`src/rtl/continuous_monitoring_system_pkg.sv`:
```
// Shared types for the continuous monitoring system: control-register map,
// trace FSM encoding and common constants.
package continuous_monitoring_system_pkg;

  typedef enum logic [3:0] {
    CTRL_TRIG_START_ADDR = 4'd0,
    CTRL_TRIG_END_ADDR   = 4'd1,
    CTRL_TRIG_CFG        = 4'd2,
    CTRL_ARM             = 4'd3,
    CTRL_FORCE_STOP      = 4'd4,
    CTRL_RANGE_SEL       = 4'd5,
    CTRL_RANGE_LO        = 4'd6,
    CTRL_RANGE_HI        = 4'd7,
    CTRL_RANGE_CFG       = 4'd8,
    CTRL_TLAST_INTERVAL  = 4'd9
  } ctrl_addr_t;

  typedef enum logic [1:0] {
    ST_IDLE    = 2'd0,
    ST_ARMED   = 2'd1,
    ST_TRACING = 2'd2,
    ST_STOPPED = 2'd3
  } trace_state_t;

  localparam logic [31:0] WFI_INSTRUCTION = 32'h1050_0073;
  localparam int unsigned TLAST_CNT_W     = 8;

endpackage

```
`src/rtl/trace_fifo.sv`:
```
// Synchronous FIFO for trace packets; reads are first-word fall-through and
// the output is forced to zero while empty.
module trace_fifo #(
  parameter int unsigned WIDTH = 8,
  parameter int unsigned DEPTH = 16
) (
  input  logic             clk,
  input  logic             rst_n,
  input  logic             i_push,
  input  logic [WIDTH-1:0] i_data,
  input  logic             i_pop,
  output logic [WIDTH-1:0] o_data,
  output logic             o_full,
  output logic             o_empty
);

  localparam int unsigned AW = $clog2(DEPTH);

  logic [WIDTH-1:0] r_mem [DEPTH];
  logic [AW-1:0]    r_wr;
  logic [AW-1:0]    r_rd;
  logic [AW:0]      r_cnt;
  logic             w_push;
  logic             w_pop;

  assign o_empty = (r_cnt == '0);
  assign o_full  = (r_cnt == (AW+1)'(DEPTH));
  assign w_pop   = i_pop && !o_empty;
  // A pop in the same cycle frees the slot, so a push at full is still taken.
  assign w_push  = i_push && (!o_full || w_pop);
  assign o_data  = o_empty ? '0 : r_mem[r_rd];

  always_ff @(posedge clk) begin
    if (w_push) r_mem[r_wr] <= i_data;
  end

  always_ff @(posedge clk) begin
    if (!rst_n) begin
      r_wr  <= '0;
      r_rd  <= '0;
      r_cnt <= '0;
    end else begin
      if (w_push) r_wr <= r_wr + 1'b1;
      if (w_pop)  r_rd <= r_rd + 1'b1;
      case ({w_push, w_pop})
        2'b10:   r_cnt <= r_cnt + 1'b1;
        2'b01:   r_cnt <= r_cnt - 1'b1;
        default: r_cnt <= r_cnt;
      endcase
    end
  end

endmodule

```
`src/rtl/cms_trace_capture.sv`:
```
// Instruction trace capture: start/end triggers, address-range filtering,
// timestamp deltas and drop accounting, streamed out over AXI-Stream.
module cms_trace_capture
  import continuous_monitoring_system_pkg::*;
#(
  parameter  int unsigned XLEN       = 64,
  parameter  int unsigned NUM_RANGES = 4,
  parameter  int unsigned FIFO_DEPTH = 16,
  parameter  int unsigned TS_W       = 16,
  localparam int unsigned DATA_W     = XLEN + 32 + TS_W + 8
) (
  input  logic              clk,
  input  logic              rst_n,
  input  logic [XLEN-1:0]   pc,
  input  logic [31:0]       instr,
  input  logic              pc_valid,
  input  ctrl_addr_t        ctrl_addr,
  input  logic [XLEN-1:0]   ctrl_wdata,
  input  logic              ctrl_we,
  output logic              M_AXIS_tvalid,
  input  logic              M_AXIS_tready,
  output logic [DATA_W-1:0] M_AXIS_tdata,
  output logic              M_AXIS_tlast,
  output logic [1:0]        state_o,
  output logic [7:0]        drop_count_o
);

  localparam int unsigned RS_W = (NUM_RANGES > 1) ? $clog2(NUM_RANGES) : 1;

  trace_state_t r_state, w_state_nxt;
  logic [XLEN-1:0]        r_trig_start, r_trig_end;
  logic                   r_start_en, r_end_en;
  logic [RS_W-1:0]        r_range_sel;
  logic [XLEN-1:0]        r_range_lo [NUM_RANGES];
  logic [XLEN-1:0]        r_range_hi [NUM_RANGES];
  logic [NUM_RANGES-1:0]  r_range_en, r_range_excl;
  logic [TLAST_CNT_W-1:0] r_tlast_intv, r_tlast_cnt;
  logic [TS_W-1:0]        r_ts;
  logic [7:0]             r_drop;
  logic                   r_pkt_valid, r_pkt_last;
  logic [TS_W+32+XLEN-1:0] r_pkt;

  logic w_wr_arm, w_wr_stop, w_start_hit, w_end_hit, w_in_trace, w_capture;
  logic w_has_incl, w_in_incl, w_in_excl, w_filter_pass;
  logic w_full, w_empty, w_pop, w_accept, w_drop, w_periodic, w_last;
  logic [DATA_W:0] w_fifo_dout;

  assign w_wr_arm    = ctrl_we && (ctrl_addr == CTRL_ARM) &&
                       (r_state == ST_IDLE || r_state == ST_STOPPED);
  assign w_wr_stop   = ctrl_we && (ctrl_addr == CTRL_FORCE_STOP);
  assign w_start_hit = (r_state == ST_ARMED) && pc_valid && (pc == r_trig_start);
  assign w_end_hit   = (r_state == ST_TRACING) && !w_wr_stop && r_end_en &&
                       pc_valid && (pc == r_trig_end);
  // The start-trigger instruction itself is traced; a force-stop suppresses capture.
  assign w_in_trace  = !w_wr_stop && ((r_state == ST_TRACING) || w_start_hit);
  assign w_capture   = w_in_trace && pc_valid && w_filter_pass;

  always_ff @(posedge clk) begin
    if (!rst_n) r_state <= ST_IDLE;
    else        r_state <= w_state_nxt;
  end

  always_comb begin
    w_state_nxt = r_state;
    if (w_wr_stop)        w_state_nxt = ST_STOPPED;
    else if (w_wr_arm)    w_state_nxt = r_start_en ? ST_ARMED : ST_TRACING;
    else if (w_start_hit) w_state_nxt = ST_TRACING;
    else if (w_end_hit)   w_state_nxt = ST_STOPPED;
  end

  always_comb begin
    w_has_incl = 1'b0;
    w_in_incl  = 1'b0;
    w_in_excl  = 1'b0;
    for (int unsigned i = 0; i < NUM_RANGES; i++) begin
      if (r_range_en[i] && !r_range_excl[i]) begin
        w_has_incl = 1'b1;
        if (pc >= r_range_lo[i] && pc <= r_range_hi[i]) w_in_incl = 1'b1;
      end
      if (r_range_en[i] && r_range_excl[i] &&
          pc >= r_range_lo[i] && pc <= r_range_hi[i]) w_in_excl = 1'b1;
    end
    w_filter_pass = (!w_has_incl || w_in_incl) && !w_in_excl;
  end

  always_ff @(posedge clk) begin
    if (!rst_n) begin
      r_trig_start <= '0;
      r_trig_end   <= '1;
      r_start_en   <= 1'b0;
      r_end_en     <= 1'b0;
      r_range_sel  <= '0;
      r_range_en   <= '0;
      r_range_excl <= '0;
      r_tlast_intv <= '0;
      for (int unsigned i = 0; i < NUM_RANGES; i++) begin
        r_range_lo[i] <= '0;
        r_range_hi[i] <= '1;
      end
    end else if (ctrl_we) begin
      case (ctrl_addr)
        CTRL_TRIG_START_ADDR: r_trig_start <= ctrl_wdata;
        CTRL_TRIG_END_ADDR:   r_trig_end   <= ctrl_wdata;
        CTRL_TRIG_CFG: begin
          r_start_en <= ctrl_wdata[0];
          r_end_en   <= ctrl_wdata[1];
        end
        CTRL_RANGE_SEL:      r_range_sel  <= ctrl_wdata[RS_W-1:0];
        CTRL_TLAST_INTERVAL: r_tlast_intv <= ctrl_wdata[TLAST_CNT_W-1:0];
        CTRL_RANGE_LO, CTRL_RANGE_HI, CTRL_RANGE_CFG: begin
          for (int unsigned i = 0; i < NUM_RANGES; i++) begin
            if (r_range_sel == RS_W'(i)) begin
              if (ctrl_addr == CTRL_RANGE_LO) r_range_lo[i] <= ctrl_wdata;
              if (ctrl_addr == CTRL_RANGE_HI) r_range_hi[i] <= ctrl_wdata;
              if (ctrl_addr == CTRL_RANGE_CFG) begin
                r_range_en[i]   <= ctrl_wdata[0];
                r_range_excl[i] <= ctrl_wdata[1];
              end
            end
          end
        end
        default: ;
      endcase
    end
  end

  // r_ts holds cycles elapsed since the last capture (or ARM) as of this cycle.
  always_ff @(posedge clk) begin
    if (!rst_n) begin
      r_ts        <= '0;
      r_pkt_valid <= 1'b0;
      r_pkt_last  <= 1'b0;
      r_pkt       <= '0;
    end else begin
      if (w_wr_arm || w_capture) r_ts <= TS_W'(1);
      else if (r_ts != '1)       r_ts <= r_ts + 1'b1;
      r_pkt_valid <= w_capture;
      if (w_capture) begin
        r_pkt      <= {r_ts, instr, pc};
        r_pkt_last <= w_end_hit;
      end
    end
  end

  assign w_pop      = M_AXIS_tvalid && M_AXIS_tready;
  assign w_accept   = r_pkt_valid && (!w_full || w_pop);
  assign w_drop     = r_pkt_valid && w_full && !w_pop;
  assign w_periodic = (r_tlast_intv != '0) &&
                      ({1'b0, r_tlast_cnt} + 1'b1 == {1'b0, r_tlast_intv});
  assign w_last     = r_pkt_last || w_periodic;

  always_ff @(posedge clk) begin
    if (!rst_n) begin
      r_drop      <= '0;
      r_tlast_cnt <= '0;
    end else begin
      if (w_accept)                 r_drop <= '0;
      else if (w_drop && r_drop != '1) r_drop <= r_drop + 1'b1;
      if (w_wr_arm || (ctrl_we && ctrl_addr == CTRL_TLAST_INTERVAL))
        r_tlast_cnt <= '0;
      else if (w_accept && r_tlast_intv != '0)
        r_tlast_cnt <= w_last ? '0 : r_tlast_cnt + 1'b1;
    end
  end

  trace_fifo #(
    .WIDTH (DATA_W + 1),
    .DEPTH (FIFO_DEPTH)
  ) u_fifo (
    .clk     (clk),
    .rst_n   (rst_n),
    .i_push  (w_accept),
    .i_data  ({w_last, r_drop, r_pkt}),
    .i_pop   (w_pop),
    .o_data  (w_fifo_dout),
    .o_full  (w_full),
    .o_empty (w_empty)
  );

  assign M_AXIS_tvalid = !w_empty;
  assign M_AXIS_tlast  = w_fifo_dout[DATA_W];
  assign M_AXIS_tdata  = w_fifo_dout[DATA_W-1:0];
  assign state_o       = r_state;
  assign drop_count_o  = r_drop;

endmodule

```
`config.mk`:
```
export PLATFORM = sky130hd
export DESIGN_NAME = cms_trace_capture
export DESIGN_NICKNAME = d
export VERILOG_FILES = /design/src/rtl/continuous_monitoring_system_pkg.sv /design/src/rtl/trace_fifo.sv /design/src/rtl/cms_trace_capture.sv
export SDC_FILE = /design/constraint.sdc
export NUM_CORES = 2
export LEC_CHECK = 0
export CORE_MARGIN = 2
export CORE_UTILIZATION = 45
export DETAILED_ROUTE_END_ITERATION = 10
export HOLD_SLACK_MARGIN = 0.06
export SLEW_MARGIN = 20
export SYNTH_ARGS = -nofsm -noshare
export SYNTH_HDL_FRONTEND = slang
export SYNTH_SLANG_ARGS = --single-unit
```
`constraint.sdc`:
```
create_clock -name clk -period 14.43 [get_ports clk]
set_clock_uncertainty 0.05 [all_clocks]
set_input_delay 2.1645 -clock clk [delete_from_list [all_inputs] [get_ports clk]]
set_output_delay 2.1645 -clock clk [all_outputs]
set_load 0.05 [all_outputs]
```
Word-level counts from Yosys, hierarchy flattened
Memory sizes are Yosys's and may differ from the RTL's. A register that Yosys moved wholly into a read port is not among the register bits.
Index checks and enable logic that the tools add are counted.
Operators by class
  add/subtract/negate cells: 8
  magnitude comparators: 8
  equal/unequal tests: 23
  multiplexer cells: 81
  bitwise logic cells: 9
  reductions and logical operators: 82
Operator list (number)
  2-to-1 mux 64 bit: 8
  >= comparator 64 bit: 4
  <= comparator 64 bit: 4
  equality test 64 bit: 2
  2-to-1 mux 121 bit: 1
  2-to-1 mux 1 bit: 63
  logical AND 1 bit: 43
  adder 16 x 1 -> 16 bit, second input constant: 1
  adder 8 x 1 -> 8 bit, second input constant: 2
  equality test 4 x 3 -> 1 bit, second input constant: 4
  != test 16 bit, second input constant: 1
  AND reduction 4 bit: 4
  equality test 2 bit, second input constant: 5
  zero test 1 bit: 10
  2-to-1 mux 2 bit: 5
  one-hot mux 5 bit (2 select lines): 1
  AND reduction 2 bit: 5
  adder 8 x 1 -> 9 bit, second input constant: 1
  equality test 9 x 8 -> 1 bit: 1
  adder 4 x 1 -> 4 bit, second input constant: 2
  equality test 4 x 2 -> 1 bit, second input constant: 2
  equality test 4 bit, second input constant: 2
  logical OR 1 bit: 8
  2-to-1 mux 4 bit: 2
  other kinds (17): 30
Word-level totals
  bits in registers: 309
  bits in writable memories: 2448
  output and inout port bits: 132
  memories kept: 3
Memory list
  u_fifo.r_mem: words 16, bits a word 121, rd ports 1, clocked after memory_dff 1, wr ports 1, line trace_fifo.sv:19  | logic [WIDTH-1:0] r_mem [DEPTH];
  r_range_hi: words 4, bits a word 64, rd ports 4, clocked after memory_dff 0, wr ports 4, line cms_trace_capture.sv:35  | logic [XLEN-1:0] r_range_hi [NUM_RANGES];
  r_range_lo: words 4, bits a word 64, rd ports 4, clocked after memory_dff 0, wr ports 4, line cms_trace_capture.sv:34  | logic [XLEN-1:0] r_range_lo [NUM_RANGES];

Logic depth before layout (Yosys ltp)
An unclocked memory read counts as a cell.
  word-level depth: 16
  mapped depth: 15
  mapped depth without buffers: 13

Modules after synthesis
A second synthesis with hierarchy kept.
Second synthesis, totals
  cell total of the unflattened synthesis: 7667
  area, all modules: 119659.8 µm²
By module, submodules not included
  trace_fifo: instances 1, cells an instance 3175, area an instance 74634.1 µm², sequential area each 58476.1 µm²
  cms_trace_capture: instances 1, cells an instance 4492, area an instance 45025.7 µm², sequential area each 21300.4 µm²

Worst setup path before layout
OpenSTA, ideal clock, no wires.
  kind: input to register
  start: in M_AXIS_tready
  end: mem u_fifo.r_mem[3][0] (netlist name) (enable)
  data arrival time: 10966 ps
  required time: 13630 ps
  path slack: 2664 ps
  stages: 5
  cell sequence: nand3b_1 -> and2_1 -> clkbuf_1 -> nand2_1 -> nor3_1
Between the ends
  word-level cells in the longest chain between the ends: 6
Ends and longest elaborated chain
  start: declaration: line cms_trace_capture.sv:21  | input logic M_AXIS_tready,
  logical AND 1 bit *: line cms_trace_capture.sv:145  | assign w_pop = M_AXIS_tvalid && M_AXIS_tready;
  logical OR 1 bit / logical AND 1 bit (equally long branches): line cms_trace_capture.sv:146, trace_fifo.sv:28
  logical AND 1 bit / logical OR 1 bit (equally long branches): line cms_trace_capture.sv:146, trace_fifo.sv:30
  logical AND 1 bit *: line trace_fifo.sv:30  | assign w_push = i_push && (!o_full || w_pop);
  2-to-1 mux 1 bit *: line trace_fifo.sv:34  | if (w_push) r_mem[r_wr] <= i_data;
  2-to-1 mux 1 bit (not written as such) *: line trace_fifo.sv:34
  end: declaration: line trace_fifo.sv:19
Every way passes the cells marked *; elsewhere a longest branch is shown, timed or not.

==> out/qor.txt <==
routed len/inst -> 27.4 um
Post-synth EDFFs -> 2448
maxcap violations -> 0
Inst Count DP -> 11084
Max VDD drop -> 130 uV
Synth async-reset ratio -> 0%
Largest delay share family, worst path -> buffers and inverters
Leakage -> 46.6 nW
share of cells above drive strength 1 -> 16.0%
Synth Area in Compound Gates -> 2.83%
yosys warns -> 0
r2r endpoint -> r_pkt[7]
Final Cycle Share -> 55.0%
mapped cell area -> 119000 um2
Final Power -> 17.1 mW
Initial Utilization -> 45.3%
synthesized-area fraction occupied by adder cells -> 5.55%
setup slack, reg-to-reg -> 9.19 ns
fmax -> 126 MHz
DR pass1 iterations -> 6
area delta synth->final -> 14.6%
status -> complete, no violations
Worst Path Max Fanout -> 44
min Tclk post-route -> 7.93 ns
number of global-route vias before repair -> 67355
Data arrival, critical path -> 5.72 ns
Syn Inst Count -> 7468
Post-Synth XOR/XNOR Area -> 1.06%
vias per cell -> 5.73
Synthesized Nets -> 8164
Final Util -> 51.9%
via count -> 66757
Num CTS Buffers -> 313
CTS resizes -> 0
die height -> 518 um
Reg-to-Reg Start -> r_range_lo[1][55]
worst slack at placement -> 6.26 ns
Root Driver -> clkbuf_16
CTS clk-pin slew, worst paths -> 0.06 ns
largest family of logic cells by synthesized area -> multiplexers
Least-Margin Pin Slew -> 1.17 ns
WHS Path Cells -> 2
Crit-path slowest cell -> dfxtp_4
initial antenna violation count -> 17
synthesized area per cell -> 15.9 um2
Rows -> 188
grt ovf -> 0
worst min path class -> flop to flop
Setup Fix Bufs, Post-CTS -> 0
Hold Fails Final Rpt -> 0
CTS Sinks -> 2761
Setup crit start kind -> flop
setup TNS -> 0 ns
Hold Crit Start -> r_end_en
RSZ-0062 raised after global routing -> false
detailed placer's ending HPWL -> 184 mm
Starting DRT DRC Count -> 6992
I/O pins -> 301
hold buffers post-CTS -> 0
mux cell area share after synthesis -> 12.6%
Final setup viols -> 0
Post-synth top flop -> edfxtp_1
Horiz. Die Dim -> 518 um
I/O Buffers -> 300
CP peak stage delay -> 0.94 ns
Slew headroom -> 22.0%
final wirelength -> 319 mm
Max Slew Vio Count -> 0
Crit Path Class -> flop to output port
critical path required time -> 12.22 ns
core area -> 263000 um2
worst-case clock buffer depth -> 4
Final nets -> 8580
reg2reg path depth -> 14
largest net degree at the start of global routing -> 194
Pwr Density -> 126 nW/um2
Worst Path Buf+Inv -> 3
GP Congestion -> 0.886
H-tree lvl count -> 5
hold path endpoint -> r_end_en
# DRC -> 0
Finished Layout Cells -> 11650
CP Capture Type -> output port
simple-gate share of the synthesized area -> 8.09%
CP Cell Sequence -> buf_4, buf_4, mux4_2, mux4_2, and2_1, clkdlybuf4s50_1
clk_lat worst skew -> 0.97 ns
global-route wire length before repair -> 465 mm
sequential area share after synthesis -> 67.0%
Yosys reg bits -> 2761
library cells used by synthesis -> 71
die area -> 269000 um2
Worst Slack Setup Final -> 6.50 ns
post-route ant nets -> 0
GRT Util Overall -> 23.5%
CTS tree -> built
through the flow:
step	hold slack (ns)	instance area (um2)
3_3_place_gp	0.397	126000
4_1_cts	0.409	136000
5_1_grt	0.432	136000
2_1_floorplan	0.384	119000
3_5_place_dp	0.401	126000
6_report	0.409	136000
placed cells by master (no fill, tap or decap), types with 119 or more instances in the layout:
| master | Yosys | final |
|---|---|---|
| a21oi_1 | 281 | 281 |
| and2_1 | 387 | 386 |
| buf_4 | 3 | 119 |
| clkbuf_16 | 0 | 318 |
| clkdlybuf4s50_1 | 0 | 299 |
| dfxtp_1 | 313 | 309 |
| edfxtp_1 | 2448 | 2448 |
| ha_1 | 526 | 526 |
| inv_1 | 553 | 552 |
| mux2i_1 | 131 | 131 |
| mux4_2 | 605 | 605 |
| nand2_1 | 646 | 645 |
| nand3_1 | 137 | 136 |
| nor2_1 | 143 | 128 |
| or3_1 | 202 | 201 |
area by class of cell:
| type | instances | area (um2) |
|---|---|---|
| tap | 3515 | 4400 |
| inverter | 553 | 2080 |
| clock buffer | 423 | 8610 |
| clock inverter | 128 | 1240 |
| antenna | 15 | 37.5 |
| sequential | 2761 | 79800 |
| timing repair buffer | 429 | 4100 |
| fill | 21376 | 126000 |
| multi-input combinational | 3826 | 36100 |
sequential cells by signal, indices dropped and copies added (netlist names), 5 cells and up, named ones only:
signal,cells
u_fifo.r_mem,1936
r_range_hi,256
r_range_lo,256
r_pkt,112
r_trig_end,64
r_trig_start,64
r_ts,16
drop_count_o,8
r_tlast_cnt,8
r_tlast_intv,8
u_fifo.r_cnt,5
how the worst max path moves through the flow:
stage | depth (start not counted) | to
6_report | 6 | M_AXIS_tdata[57]
5_1_grt | 6 | M_AXIS_tdata[37]
3_5_place_dp | 14 | r_pkt[7]
3_3_place_gp | 14 | r_pkt[110]
4_1_cts | 6 | M_AXIS_tdata[46]
2_1_floorplan | 5 | u_fifo.r_mem[3][0]
cell families after synthesis:
group,count (synthesis)
simple gates,1865
flops,2761
xor+xnor,144
fa+ha+maj,527
compound gates,554
buf+inv,881
mux,736
synth_stat cells, types with 76 or more instances:
cell | n | share of area (%)
nand4_1 | 117 | 0.62
edfxtp_1 | 2448 | 62
mux2i_1 | 131 | 1.1
a21oi_1 | 281 | 1.2
or3_1 | 202 | 1.1
and2_1 | 387 | 2.0
xor2_1 | 76 | 0.56
o21ai_0 | 85 | 0.36
dfxtp_1 | 313 | 5.3
nor2_1 | 143 | 0.45
ha_1 | 526 | 5.5
nand3_1 | 137 | 0.58
nand2_1 | 646 | 2.0
clkbuf_1 | 256 | 0.81
mux4_2 | 605 | 11
inv_1 | 553 | 1.7
where the power goes:
group	total [mW]	internal, mW	switching [mW]
combinational	0.752	0.256	0.496
clock	7.70	4.55	3.14
sequential	8.70	8.66	0.0377
worst min-delay path, stage by stage (launching register included):
cell and delay [ns]:
dfxtp_1 0.31, nand2_1 0.05, a21oi_1 0.05
routing by layer:
layer  GRT usage (%)  wire [um]  up-vias
met5               0         44        -
li1                -          -    29279
met4            7.78      10500        6
met1            33.0     136000    34554
met3            2.95      18800      542
met2            38.3     154000     2376
Note: power is estimated with default switching activity, not from simulation.
